## config.mk

```make
export PLATFORM = sky130hd
export DESIGN_NAME = clock_divider_multi
export DESIGN_NICKNAME = d
export VERILOG_FILES = /design/src/rtl/clock_divider_multi.sv
export SDC_FILE = /design/constraint.sdc
export NUM_CORES = 1
export LEC_CHECK = 0
export CAP_MARGIN = 10
export CORE_MARGIN = 1
export CORE_UTILIZATION = 30
export CTS_BUF_LIST = sky130_fd_sc_hd__clkbuf_16
export CTS_CLUSTER_DIAMETER = 80
export DETAILED_ROUTE_END_ITERATION = 16
export PLACE_DENSITY = 0.49
export SLEW_MARGIN = 10
export SYNTH_ARGS = -nofsm -noshare
export SYNTH_HDL_FRONTEND = slang
export SYNTH_SLANG_ARGS = --single-unit
```

## constraint.sdc

```tcl
create_clock -name clock_in -period 2.95 [get_ports clock_in]
set_input_delay 0.7375 -clock clock_in [delete_from_list [all_inputs] [get_ports clock_in]]
set_output_delay 0.7375 -clock clock_in [all_outputs]
set_load 0.01 [all_outputs]
```

## src/rtl/clock_divider_multi.sv

```systemverilog
// NUM_CH independent programmable clock dividers on one input clock, each with a
// runtime divisor that is swapped in only at a period boundary (glitch-free).
module clock_divider_multi #(
    parameter int               NUM_CH      = 4,
    parameter int               CH_W        = 2,
    parameter int               CNT_W       = 28,
    parameter logic [CNT_W-1:0] DEFAULT_DIV = 28'd100000
) (
    input  logic              clock_in,
    input  logic              reset_n,
    input  logic [NUM_CH-1:0] enable,
    input  logic              cfg_valid,
    input  logic [CH_W-1:0]   cfg_ch,
    input  logic [CNT_W-1:0]  cfg_div,
    output logic              cfg_ready,
    output logic [NUM_CH-1:0] clock_out,
    output logic [NUM_CH-1:0] tick
);

    localparam int               NUM_SLOT = 1 << CH_W;
    localparam logic [CNT_W-1:0] MIN_DIV  = CNT_W'(2);

    function automatic logic [CNT_W-1:0] coerce_div(input logic [CNT_W-1:0] d);
        if (d < MIN_DIV) begin
            coerce_div = MIN_DIV;
        end else begin
            coerce_div = d;
        end
    endfunction

    logic [CNT_W-1:0]  cnt_r        [NUM_CH];
    logic [CNT_W-1:0]  div_r        [NUM_CH];
    logic [CNT_W-1:0]  shadow_r     [NUM_CH];
    logic [CNT_W-1:0]  cnt_nxt_s    [NUM_CH];
    logic [CNT_W-1:0]  div_nxt_s    [NUM_CH];
    logic [CNT_W-1:0]  shadow_nxt_s [NUM_CH];
    logic [NUM_CH-1:0] pending_r;
    logic [NUM_CH-1:0] pending_nxt_s;
    logic [NUM_CH-1:0] clock_out_nxt_s;
    logic [NUM_CH-1:0] tick_nxt_s;
    logic [NUM_CH-1:0] wrap_s;
    logic [NUM_CH-1:0] accept_s;
    logic [NUM_SLOT-1:0] pend_slot_s;
    logic              cfg_ready_s;

    // Unused channel slots read as never pending, so writes there are accepted and dropped.
    always_comb begin
        pend_slot_s             = '0;
        pend_slot_s[NUM_CH-1:0] = pending_r;
        cfg_ready_s             = reset_n & ~pend_slot_s[cfg_ch];
    end

    assign cfg_ready = cfg_ready_s;

    // Per-channel next state: count, output decode, divisor apply and config accept.
    always_comb begin
        for (int c = 0; c < NUM_CH; c++) begin
            cnt_nxt_s[c]       = cnt_r[c];
            div_nxt_s[c]       = div_r[c];
            shadow_nxt_s[c]    = shadow_r[c];
            pending_nxt_s[c]   = pending_r[c];
            clock_out_nxt_s[c] = 1'b0;
            tick_nxt_s[c]      = 1'b0;
            wrap_s[c]          = (cnt_r[c] == (div_r[c] - CNT_W'(1)));
            accept_s[c]        = cfg_valid & cfg_ready_s & (cfg_ch == CH_W'(c));

            if (enable[c]) begin
                clock_out_nxt_s[c] = (cnt_r[c] < (div_r[c] >> 1));
                tick_nxt_s[c]      = wrap_s[c];
                if (wrap_s[c]) begin
                    cnt_nxt_s[c] = '0;
                    if (pending_r[c]) begin
                        div_nxt_s[c]     = shadow_r[c];
                        pending_nxt_s[c] = 1'b0;
                    end else begin
                        div_nxt_s[c] = div_r[c];
                    end
                end else begin
                    cnt_nxt_s[c] = cnt_r[c] + CNT_W'(1);
                end
            end else begin
                // A stopped channel has no period to protect, so apply at once.
                cnt_nxt_s[c] = '0;
                if (pending_r[c]) begin
                    div_nxt_s[c]     = shadow_r[c];
                    pending_nxt_s[c] = 1'b0;
                end else begin
                    div_nxt_s[c] = div_r[c];
                end
            end

            // Accept only happens while not pending, so it never races an apply.
            if (accept_s[c]) begin
                shadow_nxt_s[c]  = coerce_div(cfg_div);
                pending_nxt_s[c] = 1'b1;
            end else begin
                shadow_nxt_s[c] = shadow_r[c];
            end
        end
    end

    // State and registered outputs with synchronous active-low reset.
    always_ff @(posedge clock_in) begin
        if (!reset_n) begin
            for (int c = 0; c < NUM_CH; c++) begin
                cnt_r[c]    <= '0;
                div_r[c]    <= DEFAULT_DIV;
                shadow_r[c] <= '0;
            end
            pending_r <= '0;
            clock_out <= '0;
            tick      <= '0;
        end else begin
            for (int c = 0; c < NUM_CH; c++) begin
                cnt_r[c]    <= cnt_nxt_s[c];
                div_r[c]    <= div_nxt_s[c];
                shadow_r[c] <= shadow_nxt_s[c];
            end
            pending_r <= pending_nxt_s;
            clock_out <= clock_out_nxt_s;
            tick      <= tick_nxt_s;
        end
    end

endmodule

```

==> impl_metrics.env <==
export IMPL_fp_dieH_um=264
export IMPL_endpoint="div_r[0][3]"
export IMPL_ctsHoldBuffers=0
export IMPL_path_class="flop to flop"
export IMPL_fp_dieW_um=264
export IMPL_worstMarginPinSlew_ns=0.742
export IMPL_drtAntennaViolNets=0
export IMPL_post_synth_cell_area_avg_um2=8.52
export IMPL_ys_ff_latch=348
export IMPL_core_um2=67600
export IMPL_grt_pass1_vias=17500
export IMPL_gp_congestion=0.867
export IMPL_peakVddDrop_mv=0.411
export IMPL_setup_tns_ns=-5.10
export IMPL_max_cap_violations=0
export IMPL_final_net_count=2817
export IMPL_initial_core_util_pct=30.5
export IMPL_first_pass_iters=6
export IMPL_synth_edff_count=0
export IMPL_cts_clk_slew_worst_paths_ns=0.06
export IMPL_grt_max_degree=103
export IMPL_ys_seq_area_share_pct=33.8
export IMPL_regArea_um2=6990
export IMPL_combPwrFrac_pct=6.7
export IMPL_reg2reg_slack_ns=-0.13
export IMPL_drive_gt1_share_pct=18.4
export IMPL_clock_skew_ns=0.0135
export IMPL_violations="setup timing"
export IMPL_r2r_start="div_r[0][0]"
export IMPL_crit_start="div_r[0][0]"
export IMPL_syn_inst=2421
export IMPL_r2r_end="div_r[0][3]"
export IMPL_htree_num_levels=2
export IMPL_worstPathArrival_ns=3.57
export IMPL_final_cell_mix="333 x dfxtp_1, 315 x nand2_1, 234 x buf_4"
export IMPL_ys_types=81
export IMPL_setup_violations=58
export IMPL_power_frac_clock_pct=48.1
export IMPL_vias=17600
export IMPL_cts_root_buffer="clkbuf_16"
export IMPL_grt_setup_unrepaired="true"
export IMPL_detail_route_iter0_violations=932
export IMPL_outcome="complete, but fails checks"
export IMPL_cts_tree="yes"
export IMPL_cts_buffers=42
export IMPL_maxSlewHeadroom_pct=50.5
export IMPL_endpoint_kind="flop"
export IMPL_synth_cell_area_um2=20600
export IMPL_p_leak_nw=10.2
export IMPL_fill_cells=6742
export IMPL_drc=0
export IMPL_finalWorstSetupSlack_ns=-0.135
export IMPL_area_growth_pct=28.3
export IMPL_diodes=0
export IMPL_seq_power_share_pct=45.3
export IMPL_dp_cells=3450
export IMPL_timing_fmax_mhz=324
export IMPL_synth_area_top_cells="dfxtp_1 34%, mux2i_1 9.7%, ha_1 6.8%"
export IMPL_grt_ovfl_total=0
export IMPL_yosysTopAreaCell="dfxtp_1"
export IMPL_layout_commonest_cell="dfxtp_1"
export IMPL_p_sw_w=0.00254
export IMPL_hold_viol_final=0
export IMPL_path_max_fanout=6
export IMPL_p_per_area_nw_per_um2=401
export IMPL_ys_warn_count=0
export IMPL_startpoint_type="flop"
export IMPL_wire_per_inst_um=16.8
export IMPL_rows=95
export IMPL_io_pins=46
export IMPL_clk_latency_ns=0.57
export IMPL_fin_crit_ns=3.08
export IMPL_fin_crit_sh_pct=105
export IMPL_grt_pass1_wl_um=93300
export IMPL_cts_sinks=348
export IMPL_grt_usage_pct=16.6
export IMPL_r2r_cells=11
export IMPL_synth_ff_type="dfxtp_1"
export IMPL_die_area_um2=69800
export IMPL_stdcell_count=3570
export IMPL_cts_path_max_buffers=3
export IMPL_yosys_area_top_type_share_pct=33.8
export IMPL_dpl_hpwl_um=43400
export IMPL_routed_wl_um=60100
export IMPL_drv_slew=0
export IMPL_hold_class="flop to flop"
export IMPL_swShare_pct=24.0
export IMPL_io_buffer_count=45
export IMPL_antenna_found_initial=1
export IMPL_worst_ep_required_time_ns=3.44
export IMPL_async_flop_share_pct=0
export IMPL_multi_input_comb_area_um2=13400
export IMPL_routed_via_density=4.93
export IMPL_syn_nets=2570
export IMPL_p_int_w=0.00806
flip-flops by register name, indices dropped and copies added (netlist names):
signal and flops:
clock_out 4, cnt_r 112, div_r 112, pend_slot_s 4
shadow_r 112, tick 4
worst max-delay path, stage by stage, from the launching register on:
cell       delay (ns)
dfxtp_2          0.34
buf_4            0.15
or2_2            0.30
nor4_1           0.24
xnor2_1          0.19
nand4_1          0.13
or4_4            0.57
a2111oi_4        0.32
a41o_2           0.30
buf_6            0.14
buf_12           0.12
mux2i_1          0.19
routing by layer:
layer	vias up	GRT usage, %	share of wire [%]
li1	8882	-	-
met1	8410	22.1	48
met2	228	27.8	47
met3	80	2.10	3.0
met4	0	4.75	2.2
met5	-	0	0
what timing repair did:
| action | CTS | global route |
|---|---|---|
| setup buffers | 16 | 12 |
| endpoints found under the setup margin | 205 | 231 |
| pin swaps | 11 | 81 |
| resized for setup | 42 | 144 |
| gates cloned | 4 | 15 |
synth_stat cells, drive strengths merged (9+ instances only):
cell type	count
a21oi	39
xor2	106
and4	20
nand3	71
nand4	55
ha	112
and2	10
nor3	103
xnor2	129
clkbuf	94
a21o	39
or4	16
mux2i	200
nand2	317
or3	14
dfxtp	348
inv	128
nor4	50
nand2b	14
a21boi	30
o21ai	32
a211oi	15
nor2b	147
o22ai	10
nor3b	15
buf	28
a31oi	9
and3	27
nor2	134
metrics by stage:
stage | cell area [µm²] | hold slack [ns] | setup WS, ns | util, % | power (W)
after floorplan | 20700 | 0.431 | -0.0104 | - | 0.00523
after global placement | 23600 | 0.449 | -0.302 | 34.9 | 0.00553
after detailed placement | 23600 | 0.453 | -0.315 | 34.9 | 0.00553
after CTS | 25400 | 0.459 | -0.0390 | 37.5 | 0.0107
after global routing | 26500 | 0.472 | -0.240 | 39.1 | 0.0110
final | 26500 | 0.455 | -0.135 | 39.1 | 0.0106
area by class of cell:
class	count	share of cell area [%]
repair buffers	325	11.8
clock inverters	30	0.927
well taps	873	4.13
multi-input cells	1823	50.8
flip-flops and latches	348	26.4
clock buffers	43	4.07
inverters	128	1.83
power groups by stage:
stage	sequential, W	clock (W)	combinational [W]
after floorplan	0.00490	0	0.000333
after global placement	0.00490	0	0.000625
after detailed placement	0.00490	0	0.000630
after CTS	0.00480	0.00526	0.000653
after global routing	0.00480	0.00544	0.000757
final	0.00480	0.00510	0.000706
worst min-delay path by stage:
stage,cells after the start,slack (ns),from,endpoint
floorplan,2,0.43,shadow_r[2][3],div_r[2][3]
global placement,2,0.45,shadow_r[3][18],div_r[3][18]
detailed placement,2,0.45,shadow_r[1][21],div_r[1][21]
CTS,2,0.46,shadow_r[1][13],div_r[1][13]
global route,2,0.47,shadow_r[3][18],div_r[3][18]
finish,2,0.45,shadow_r[1][26],div_r[1][26]
cell families after synthesis:
| family | share of synthesized area, % |
|---|---|
| AND/OR/NAND/NOR | 25.6 |
| flip-flops | 33.8 |
| AO/OA/AOI/OAI | 8.71 |
| buffers and inverters | 5.04 |
| XOR/XNOR | 10.2 |
| multiplexers | 9.87 |
| adder cells (fa/ha/maj) | 6.80 |
Power figures use the tool's default switching activity.
